===== src/rtl/etapa_salida.sv =====
// etapa_salida: sign/zero correction of the divider result and a small result FIFO.
// A registered correction stage feeds a Prof-entry FIFO; the head entry drives the outputs.
`default_nettype none

module etapa_salida #(
    parameter int AnchoDv = 15,
    parameter int AnchoDd = 31,
    parameter int AnchoQ  = 15,
    parameter int Prof    = 4
) (
    input  logic                    clk,
    input  logic                    reset,
    input  logic                    goIn,
    input  logic [AnchoDd:0]        dividendIn,
    input  logic [AnchoQ:0]         quotientIn,
    input  logic                    negDivisorIn,
    input  logic                    negDividendIn,
    input  logic                    DivisorNoCeroIn,
    input  logic                    readyIn,
    output logic                    validOut,
    output logic [AnchoQ:0]         quotientOut,
    output logic [AnchoQ:0]         remainderOut,
    output logic                    divZeroOut,
    output logic [$clog2(Prof):0]   countOut,
    output logic                    overflowErr
);

    localparam int QW = AnchoQ + 1;
    localparam int PW = $clog2(Prof);
    localparam int EW = 2 * QW + 1;
    localparam logic [PW:0] FULL_CNT = (PW + 1)'(Prof);
    localparam int unused_divisor_msb = AnchoDv;

    logic [AnchoQ:0] rem_mag;
    logic [AnchoQ:0] q_fix;
    logic [AnchoQ:0] r_fix;
    logic            dz_fix;

    // Only the top slice of the dividend register holds the remainder.
    assign rem_mag = dividendIn[AnchoDd -: QW];

    logic unused_bits;
    assign unused_bits = ^{1'b0, dividendIn[AnchoDd-QW:0]};

    always_comb begin
        q_fix  = quotientIn;
        r_fix  = rem_mag;
        dz_fix = 1'b0;
        if (!DivisorNoCeroIn) begin
            q_fix  = '1;
            r_fix  = '0;
            dz_fix = 1'b1;
        end else begin
            if (negDivisorIn ^ negDividendIn) q_fix = -quotientIn;
            if (negDividendIn)                r_fix = -rem_mag;
        end
    end

    logic            s1_valid;
    logic [AnchoQ:0] s1_q;
    logic [AnchoQ:0] s1_r;
    logic            s1_dz;

    always_ff @(posedge clk or negedge reset) begin
        if (!reset) begin
            s1_valid <= 1'b0;
            s1_q     <= '0;
            s1_r     <= '0;
            s1_dz    <= 1'b0;
        end else begin
            s1_valid <= goIn;
            if (goIn) begin
                s1_q  <= q_fix;
                s1_r  <= r_fix;
                s1_dz <= dz_fix;
            end
        end
    end

    logic [EW-1:0] mem [Prof];
    logic [PW-1:0] wr_ptr;
    logic [PW-1:0] rd_ptr;
    logic          push;
    logic          pop;
    logic          full;
    logic          wr_en;
    logic [EW-1:0] head;

    assign push  = s1_valid;
    assign pop   = validOut & readyIn;
    assign full  = (countOut == FULL_CNT);
    // A full FIFO still accepts a push on the edge it also pops.
    assign wr_en = push & (~full | pop);

    always_ff @(posedge clk) begin
        if (wr_en) mem[wr_ptr] <= {s1_dz, s1_q, s1_r};
    end

    always_ff @(posedge clk or negedge reset) begin
        if (!reset) begin
            wr_ptr      <= '0;
            rd_ptr      <= '0;
            countOut    <= '0;
            overflowErr <= 1'b0;
        end else begin
            if (wr_en) wr_ptr <= wr_ptr + 1'b1;
            if (pop)   rd_ptr <= rd_ptr + 1'b1;
            case ({wr_en, pop})
                2'b10:   countOut <= countOut + 1'b1;
                2'b01:   countOut <= countOut - 1'b1;
                default: countOut <= countOut;
            endcase
            if (push & full & ~pop) overflowErr <= 1'b1;
        end
    end

    assign validOut     = (countOut != '0);
    assign head         = mem[rd_ptr];
    assign divZeroOut   = validOut ? head[EW-1] : 1'b0;
    assign quotientOut  = validOut ? head[2*QW-1:QW] : '0;
    assign remainderOut = validOut ? head[QW-1:0] : '0;

endmodule

`default_nettype wire


===== config.mk =====
export PLATFORM = sky130hd
export DESIGN_NAME = etapa_salida
export DESIGN_NICKNAME = d
export VERILOG_FILES = /design/src/rtl/etapa_salida.sv
export SDC_FILE = /design/constraint.sdc
export NUM_CORES = 1
export LEC_CHECK = 0
export BUFFER_PORTS_ARGS = -buffer_cell sky130_fd_sc_hd__buf_2
export CORE_MARGIN = 2
export CORE_UTILIZATION = 51
export DETAILED_ROUTE_END_ITERATION = 10
export GPL_TIMING_DRIVEN = 0
export PLACE_DENSITY_LB_ADDON = 0.1
export SYNTH_ARGS = -nofsm -noshare
export SYNTH_HDL_FRONTEND = slang
export SYNTH_SLANG_ARGS = --single-unit

===== constraint.sdc =====
create_clock -name clk -period 2.9 [get_ports clk]
set_clock_uncertainty 0.1 [all_clocks]
set_input_delay 0.29 -clock clk [delete_from_list [all_inputs] [get_ports clk]]
set_output_delay 0.29 -clock clk [all_outputs]
set_load 0.01 [all_outputs]

After elaboration in Yosys (flattened, before gate mapping) --
Memory sizes are Yosys's and may differ from the RTL's. Index checks and enable logic that the tools add are counted.
Storage, ports and cells: register bits 42, bits in writable memories 132, input bits 55, output and inout port bits 38, logic and storage cells 39, memories kept 1
Memories:
- mem | depth 4, bits a word 33, read ports 1, clocked after Yosys merged registers in 0, write ports 1, line 80 | logic [EW-1:0] mem [Prof];
Operators by class: $add $sub $neg 6, eq/ne operators 3, mux-type cells 11, bitwise logic cells 8, reduce and logical (&&, ||, !) cells 2
Operator list (number):
- 16-bit 2-to-1 mux | 6
- 16-bit negator | 2
- 3-bit case mux with 2 select lines | 1
- 2-bit by 1-bit adder with 2-bit output (second input constant) | 2
- 1-bit bitwise AND | 4
- 1-bit 2-to-1 mux | 4
- 3-bit by 1-bit adder with 3-bit output (second input constant) | 1
- 3-bit == test (second input constant) | 1
- 3-bit nonzero test | 1
- 3-bit by 1-bit subtractor with 3-bit output (second input constant) | 1
- 2-bit by 1-bit == test with 1-bit output (second input constant) | 1
- 2-bit == test (second input constant) | 1
- 1-bit NOT | 2
- 2-bit nonzero test | 1
- 1-bit bitwise OR | 1
- 1-bit XOR | 1

Logic depth before layout (Yosys ltp) --
Gate-level depths: netlist of run 1.
word-level depth 6, depth in mapped cells 9

Least setup slack after synthesis of run 1 --
OpenSTA, ideal clock, no wires.
path type register -> register, start point reg s1_valid, in the netlist push, end point mem mem[0][0] in the netlist's numbering, enable pin, library setup time 393 ps, arrival time 1798 ps, data required time 2407 ps, path slack 609 ps, stages on the path, launching flop included 4, path buffers 1, period minus slack after synthesis 2291 ps, cells stage by stage dfrtp_1 > clkbuf_1 > nor2b_1 > and2_1
On the way: word-level cells in the longest chain between the ends 3
Ends and longest elaborated chain:
- start: declaration | line 59 | logic s1_valid;
- start signal: assignment | line 71 | s1_valid <= goIn;
- 1-bit bitwise AND | line 93 | assign wr_en = push & (~full | pop);
- 1-bit 2-to-1 mux | line 96 | if (wr_en) mem[wr_ptr] <= {s1_dz, s1_q, s1_r};
- 1-bit 2-to-1 mux (implied by the code) | line 96
- end: declaration | line 80
No other way between the ends.

Final worst setup path of run 1 --
start point reg rd_ptr[0], end point out quotientOut[14]
On the way: word-level cells in the longest chain between the ends 2
Ends and longest elaborated chain:
- start: declaration | line 82 | logic [PW-1:0] rd_ptr;
- start signal: assignment | line 107 | if (pop) rd_ptr <= rd_ptr + 1'b1;
- memory read 4 x 33 bit
- 16-bit 2-to-1 mux | line 120 | assign quotientOut = validOut ? head[2*QW-1:QW] : '0;
- end: declaration | line 21 | output logic [AnchoQ:0] quotientOut,
No other way between the ends.

==> flow_metrics.tcl, run 1 <==
set metrics [dict create \
    yosys.area.top_type "edfxtp_1" \
    cts_max_level 4 \
    p_leak_uw 0.00314 \
    fin_area_um2 8730 \
    irDropWorstVdd_mv 0.447 \
    portBuffers 74 \
    dp.final_hpwl_um 9980 \
    ys_ff_latch 174 \
    syn_area_um2 7410 \
    antenna_found_initial 0 \
    nets 624 \
    rsz0062_at_grt "no" \
    drtIter0Drc 332 \
    clockPowerShare_pct 28.1 \
    ff2ff_path_depth 8 \
    grt_start_max_net_pins 43 \
    crit_fanout 10 \
    synth_nets 525 \
    drt_pass1_iterations 4 \
    gp_congestion 0.765 \
    hold_slack_ps 74.2 \
    area_growth_pct 17.8 \
    max_slew_margin_pct 28.7 \
    ys_seq_area_share_pct 67.7 \
    ant_nets 0 \
    slew_viol_final 0 \
    postPlaceCellArea_um2 8100 \
    synth_cell_type_count 49 \
    tritoncts "done" \
    drv_cap 0 \
    hold_viol 0 \
    reg2reg_from "countOut[1]" \
    holdPathEnd "s1_q[1]" \
    rows 44 \
    hp-start "quotientIn[1]" \
    path_class "register to primary output" \
    utilization_pct 60.7 \
    dpl.cell_count 725 \
    grt_pass1_wl_um 23700 \
    floorplan.initialDensity_pct 51.6 \
    netlist_top_cells_area "edfxtp_1 (53%), dfrtp_1 (14%), mux4_2 (10%)" \
    tightest_slew_ps 1070 \
    syn_avg_cell_area_um2 16.0 \
    syn_inst 463 \
    hold_depth 3 \
    clk_latency_ps 420 \
    dieWidth_um 125 \
    multi_input_area_um2 2250 \
    p_comb_share_pct 30.8 \
    drcViolationCount 0 \
    synth_edf_count 132 \
    end_kind "primary output" \
    p_int_uw 5870 \
    yosysWarnings 0 \
    layout.cells.non_filler 759 \
    power.density_nw_per_um2 951 \
    vias 4233 \
    finalCriticalPeriod_ps 2670 \
    grt_pass1_vias 4421 \
    p_switching_uw 2430 \
    cts_inserted_buffers 17 \
    seqPwrFrac_pct 41.1 \
    arrival_ps 2280 \
    min_period_over_period_pct 92.2 \
    die_h_um 125 \
    synth-async-reset-ratio_pct 24.1 \
    worstPathRequired_ps 2510 \
    wl_per_cell_um 19.4 \
    startpoint_type "register" \
    hp-class "primary input to register" \
    die_area_um2 15500 \
    cts_root_buffer "clkbuf_16" \
    antenna-diode-count 0 \
    rr_endpoint "countOut[1]" \
    fillCellCount 1142 \
    io_pins 93 \
    core_um2 14400 \
    cts_sinks 174 \
    grt-ovfl-total 0 \
    r2r_setup_slack_ps 370 \
    drive_gt1_share_pct 28.2 \
    cts_max_path_buffers 2 \
    fmax_ghz 0.374 \
    grt_usage_pct 20.1 \
    via_per_inst 5.58 \
    p_sw_share_pct 29.2 \
    regArea_um2 5010 \
    synthFlopType "edfxtp_1" \
    outcome "finished clean" \
    yosys.area.top_type_share_pct 53.5 \
    drt_wl_total_um 14700 \
    setup-violations-final 0 \
    clkTransAtPathRegs_ps 60 \
]
## registers in the layout (all words and copies together), names as in the netlist
| signal | count |
|---|---|
| countOut | 3 |
| mem | 132 |
| overflowErr | 1 |
| push | 1 |
| rd_ptr | 2 |
| s1_dz | 1 |
| s1_q | 16 |
| s1_r | 16 |
| wr_ptr | 2 |
## synth_stat cells, types with 2 or more instances
master and n:
a2111oi_0 2, a21oi_1 18, a22o_1 11, a31oi_1 7, a32oi_1 2, a41oi_1 2, and2_1 39, buf_2 5
clkbuf_1 19, dfrtp_1 42, edfxtp_1 132, ha_1 6, inv_1 13, mux2i_1 2, mux4_2 33, nand2_1 11
nand2b_1 2, nand3_1 2, nand3b_1 2, nand4_1 2, nor2_1 25, nor2b_1 3, nor3_1 6, nor4_1 4
o21ai_0 10, o31ai_1 5, o41ai_2 2, or2_2 2, or3_1 3, or4_4 2, xnor2_1 28, xor2_1 4
## layout make-up
| type | instances | share of cell area [%] |
|---|---|---|
| inverters | 13 | 0.559 |
| flip-flops and latches | 174 | 57.5 |
| plain buffers | 25 | 1.20 |
| clock inverters | 12 | 1.96 |
| repair buffers | 80 | 5.39 |
| well taps | 184 | 2.64 |
| multi-input cells | 251 | 25.8 |
| clock buffers | 20 | 5.00 |
## logic make-up after synthesis
family	Yosys count	share of synthesized area, %
and+or+nand+nor	108	8.12
muxes	35	10.3
DFF	174	67.7
xor gates and xnor gates	32	3.78
buffers and inverters	38	2.03
AOI/OAI and AO/OA	69	6.82
adders and majority gates	7	1.28
## cell usage in the layout, fill, tap and decap left out, drive strengths merged, types with 11 or more instances in the layout
cell,instances
a22o,11
mux4,33
edfxtp,132
and2,39
nor2,25
nand2,11
inv,13
clkbuf,40
buf,83
dfrtp,42
xnor2,28
a21oi,18
## metal layers
metal	global-route usage (%)	part of all wire, %
met5	0	0
met4	6.81	0.97
met1	26.4	44
met2	33.8	51
met3	4.25	3.9
## worst max-delay path, stage by stage (launching register included)
cell	delay [ps]
dfrtp_1	320
buf_2	240
buf_2	410
mux4_2	560
and2_1	180
buf_2	140
## how the worst max path moves through the flow
stage	startpoint	end	cells after the start
3_3_place_gp	readyIn	mem[2][2]	4
2_1_floorplan	push	mem[0][0]	3
6_report	rd_ptr[0]	quotientOut[14]	5
5_1_grt	rd_ptr[0]	remainderOut[1]	5
4_1_cts	rd_ptr[1]	remainderOut[1]	5
3_5_place_dp	countOut[1]	countOut[1]	8
## through the flow
stage | setup TNS [ps] | setup WS (ps) | power, µW
after floorplan | 0 | 609 | 5100
after global placement | -25960 | -205 | 5960
after detailed placement | 0 | 384 | 6060
after CTS | 0 | 41.0 | 8400
after global routing | 0 | 61.0 | 8740
final | 0 | 225 | 8300
## timing repair
action	in CTS	in global routing
hold buffers	2	0
hold endpoints to repair	26	0
setup endpoints to repair	0	15
resized for setup	0	6
buffers inserted	0	0
## power groups by stage
stage                     Clock [µW]  Combinational (µW)  Sequential (µW)
final                           2330                2560             3410
after global routing            2470                2810             3460
after detailed placement           0                2600             3460
after CTS                       2370                2620             3410
after floorplan                    0                1680             3420
after global placement             0                2500             3450
Note: power is estimated with default switching activity, not from simulation.
==> run 2: changes to the inputs <==
==> constraint.sdc (replaced) <==
create_clock -name clk -period 2.9 [get_ports clk]
set_clock_uncertainty 0.1 [all_clocks]
set_input_delay 0.145 -clock clk [delete_from_list [all_inputs] [get_ports clk]]
set_output_delay 0.145 -clock clk [all_outputs]
set_load 0.01 [all_outputs]
==> flow_metrics.tcl, run 2 (synthesis gave the netlist of run 1 again) <==
set metrics [dict create \
    utilization_pct 62.5 \
    p_comb_share_pct 31.0 \
    antenna-diode-count 0 \
    drt_wl_total_um 14900 \
    dp.final_hpwl_um 9980 \
    p_int_uw 5890 \
    slew_viol_final 0 \
    drtIter0Drc 252 \
    largest_reg_flops 132 \
    grt_pass1_vias 4532 \
    floorplan.initialDensity_pct 51.6 \
    seqPwrFrac_pct 40.9 \
    core_um2 14400 \
    die_area_um2 15500 \
    hp-start "dividendIn[25]" \
    drive_gt1_share_pct 26.5 \
    tritoncts "done" \
    die_h_um 125 \
    p_leak_uw 0.00322 \
    largestRegisters "mem x132, s1_q x16, s1_r x16" \
    grt_pass1_wl_um 24000 \
    arrival_ps 2420 \
    hold_viol 0 \
    min_period_over_period_pct 91.9 \
    cts_max_level 4 \
    fmax_ghz 0.375 \
    mostFrequentLayoutCell "edfxtp_1" \
    drcViolationCount 0 \
    path_class "register to primary output" \
    cts_sinks 174 \
    area_growth_pct 21.1 \
    irDropWorstVdd_mv 0.447 \
    grt-ovfl-total 0 \
    end_kind "primary output" \
    drt_pass1_iterations 5 \
    outcome "finished clean" \
    largest-register "mem" \
    io_pins 93 \
    drv_cap 0 \
    ant_nets 0 \
    crit_fanout 10 \
    layout_common_cells "edfxtp_1 (132), buf_2 (79), dfrtp_1 (42)" \
    clkTransAtPathRegs_ps 60 \
    power.density_nw_per_um2 928 \
    clockPowerShare_pct 28.1 \
    cts_root_buffer "clkbuf_16" \
    clk_latency_ps 420 \
    tightest_slew_ps 1070 \
    hp-class "primary input to register" \
    vias 4327 \
    antenna_found_initial 0 \
    rsz0062_at_grt "no" \
    rows 44 \
    finalCriticalPeriod_ps 2660 \
    portBuffers 74 \
    p_switching_uw 2430 \
    p_sw_share_pct 29.2 \
    cts_setup_buffers 0 \
    cts_max_path_buffers 2 \
    gp_congestion 0.765 \
    nets 649 \
    setup-violations-final 0 \
    worstSetupStartpoint "rd_ptr[1]" \
    via_per_inst 5.52 \
    dieWidth_um 125 \
    grt_usage_pct 20.3 \
    grt_start_max_net_pins 43 \
    postPlaceCellArea_um2 8100 \
    fin_area_um2 8970 \
    layout.cells.non_filler 784 \
    cts_inserted_buffers 17 \
    worstPathRequired_ps 2650 \
    setup_tns_ps 0 \
    startpoint_type "register" \
    max_slew_margin_pct 28.9 \
    wl_per_cell_um 19.0 \
    dpl.cell_count 725 \
    reg2reg_from "countOut[1]" \
]
run 2: per-layer routing:
| layer | track usage (%) | wire length, µm | share of wire (%) | up-vias |
|---|---|---|---|---|
| li1 | - | - | - | 2021 |
| met1 | 26.2 | 6480 | 44 | 2185 |
| met2 | 34.7 | 7550 | 51 | 106 |
| met3 | 4.25 | 657 | 4.4 | 15 |
| met4 | 6.74 | 202 | 1.4 | 0 |
| met5 | 0 | 0 | 0 | - |
run 2: path summary, 6_finish.rpt:
| check | end | slack (ps) | cells past startpoint |
|---|---|---|---|
| setup reg to reg | countOut[1] | 360 | 8 |
| max in group asynchronous | s1_r[4] | 1680 | 2 |
| hold reg to reg | overflowErr | 350 | 1 |
| min in group asynchronous | overflowErr | 360 | 2 |
| setup / recovery | remainderOut[1] | 240 | 5 |
| hold / removal | s1_r[9] | 20 | 3 |
run 2: what timing repair did:
action                                 4_1_cts  5_1_grt
gates resized for setup                      0        0
endpoints found under the hold margin       66        0
hold buffers                                27        0
run 2: critical path: stages, from the launching register on:
cell and delay (ps):
dfrtp_1 320, clkbuf_1 340, clkbuf_1 610, mux4_2 390, and2_1 200, buf_2 140
run 2: layout make-up:
class	instances	area (µm²)
repair buffers	105	721
well taps	184	230
clock inverters	12	171
clock buffers	20	437
inverters	13	48.8
flip-flops and latches	174	5010
multi-input cells	251	2250
fillers	1121	5390
plain buffers	25	101
run 2: per-stage QoR:
step	hold slack [ps]	total power, µW	setup slack, ps
global placement	206	5960	-205
finish	16.6	8330	236
global route	22.4	8760	84.9
floorplan	-251	5100	609
detailed placement	204	6060	384
CTS	2.54	8430	186
run 2: power groups by stage:
stage / clock [µW] / combinational (µW) / sequential (µW)
floorplan: 0 / 1680 / 3420
global route: 2470 / 2830 / 3460
CTS: 2370 / 2650 / 3410
global placement: 0 / 2500 / 3450
finish: 2340 / 2580 / 3410
detailed placement: 0 / 2600 / 3460
==> run 3: changes to the inputs <==
--- a/config.mk
+++ b/config.mk
@@ -10,7 +10,7 @@
 export CORE_UTILIZATION = 51
 export DETAILED_ROUTE_END_ITERATION = 10
 export GPL_TIMING_DRIVEN = 0
-export PLACE_DENSITY_LB_ADDON = 0.1
+export PLACE_DENSITY = 0.69
 export SYNTH_ARGS = -nofsm -noshare
 export SYNTH_HDL_FRONTEND = slang
 export SYNTH_SLANG_ARGS = --single-unit
==> flow_metrics.tcl, run 3 (synthesis gave the netlist of run 1 again) <==
set metrics [dict create \
    cts_max_path_buffers 2 \
    max_slew_margin_pct 27.3 \
    cts_inserted_buffers 17 \
    drcViolationCount 0 \
    nets 655 \
    fillCellCount 1069 \
    dp.final_hpwl_um 9600 \
    drive_gt1_share_pct 26.1 \
    hp-class "primary input to register" \
    cts_max_level 4 \
    multi_input_area_um2 2250 \
    largestRegisters "mem x132, s1_q x16, s1_r x16" \
    drt_wl_total_um 14800 \
    core_um2 14400 \
    postPlaceCellArea_um2 8100 \
    grt_start_max_net_pins 43 \
    antenna_found_initial 0 \
    area_growth_pct 21.2 \
    grt_pass1_wl_um 23900 \
    floorplan.initialDensity_pct 51.6 \
    die_area_um2 15500 \
    reg2reg_from "countOut[1]" \
    gp_congestion 0.825 \
    slew_viol_final 0 \
    tightest_slew_ps 1080 \
    fmax_ghz 0.378 \
    power.density_nw_per_um2 905 \
    cpMaxStageDelayCell "clkbuf_1" \
    end_kind "primary output" \
    dieWidth_um 125 \
    cts_root_buffer "clkbuf_16" \
    arrival_ps 2400 \
    grt_usage_pct 20.3 \
    via_per_inst 5.57 \
    outcome "finished clean" \
    worstSetupStartpoint "rd_ptr[1]" \
    drt_pass1_iterations 5 \
    layout.cells.non_filler 790 \
    drtIter0Drc 247 \
    regArea_um2 5010 \
    cts_sinks 174 \
    cts.repair.resized 0 \
    drv_cap 0 \
    crit_family "buffers and inverters" \
    finalCriticalPeriod_ps 2640 \
    wl_per_cell_um 18.7 \
    tritoncts "done" \
    rows 44 \
    cp_num_buf_inv 3 \
    largest_reg_flops 132 \
    irDropWorstVdd_mv 0.545 \
    largest-register "mem" \
    portBuffers 74 \
    ant_nets 0 \
    layout_common_cells "edfxtp_1 (132), buf_2 (79), dfrtp_1 (42)" \
    worstPathRequired_ps 2650 \
    vias 4400 \
    fin_area_um2 8980 \
    crit_chain "clkbuf_1 > clkbuf_1 > mux4_2 > and2_1 > buf_2" \
    clk_latency_ps 430 \
    die_h_um 125 \
    grt_pass1_vias 4629 \
    p_leak_uw 0.00322 \
    cts_setup_buffers 0 \
    setup-violations-final 0 \
    slowest_delay_ps 570 \
    mostFrequentLayoutCell "edfxtp_1" \
    io_pins 93 \
    rsz0062_at_grt "no" \
    hp-start "quotientIn[15]" \
    ctsHoldBuffers 33 \
    utilization_pct 62.5 \
    crit_fanout 10 \
    grt-ovfl-total 0 \
    hold_viol 0 \
    dpl.cell_count 725 \
    worst_path_most_repeated_cell "clkbuf_1" \
    startpoint_type "register" \
    clkTransAtPathRegs_ps 60 \
    min_period_over_period_pct 91.2 \
    path_class "register to primary output" \
    antenna-diode-count 0 \
]
==> run 3: path summary, 6_finish.rpt <==
kind | end | slack, ps | depth (start not counted)
worst max-delay path | quotientOut[11] | 260 | 5
worst min-delay path | s1_q[15] | 10 | 3
worst max register to register | countOut[1] | 300 | 8
worst min register to register | overflowErr | 360 | 1
max in group asynchronous | s1_r[15] | 1750 | 2
min in group asynchronous | countOut[2] | 320 | 2
==> run 3: layer usage <==
layer  up-vias  routed length [µm]  global-route usage (%)
met4         0                 382                    9.19
met5         -                   0                       0
met1      2214                6170                    24.6
li1       2032                   -                       -
met2       122                7600                    34.8
met3        32                 629                    4.47
==> run 3: layout make-up <==
| type | count | share of cell area (%) |
|---|---|---|
| plain buffers | 25 | 1.13 |
| clock buffers | 20 | 4.86 |
| clock inverters | 12 | 1.34 |
| inverters | 13 | 0.543 |
| multi-input cells | 251 | 25.1 |
| flip-flops and latches | 174 | 55.8 |
| well taps | 184 | 2.56 |
| repair buffers | 111 | 8.69 |
==> run 3: report_power, final <==
group	switching (µW)	total, µW	internal (µW)
Sequential	187	3410	3220
Combinational	1330	2580	1240
Clock	893	2150	1260
==> run 3: through the flow <==
step	worst slack, ps	total power (µW)	TNS [ps]	hold slack (ps)
2_1_floorplan	609	5100	0	-251
3_3_place_gp	-208	5950	-24780	204
3_5_place_dp	345	6070	0	205
4_1_cts	192	8240	0	1.07
5_1_grt	133	8560	0	12.7
6_report	255	8130	0	12.9
==> run 3: worst min-delay path: cells and delay by family <==
family	cells	cell delay (ps)
AND/OR/NAND/NOR	2	220
buffers and inverters	1	120
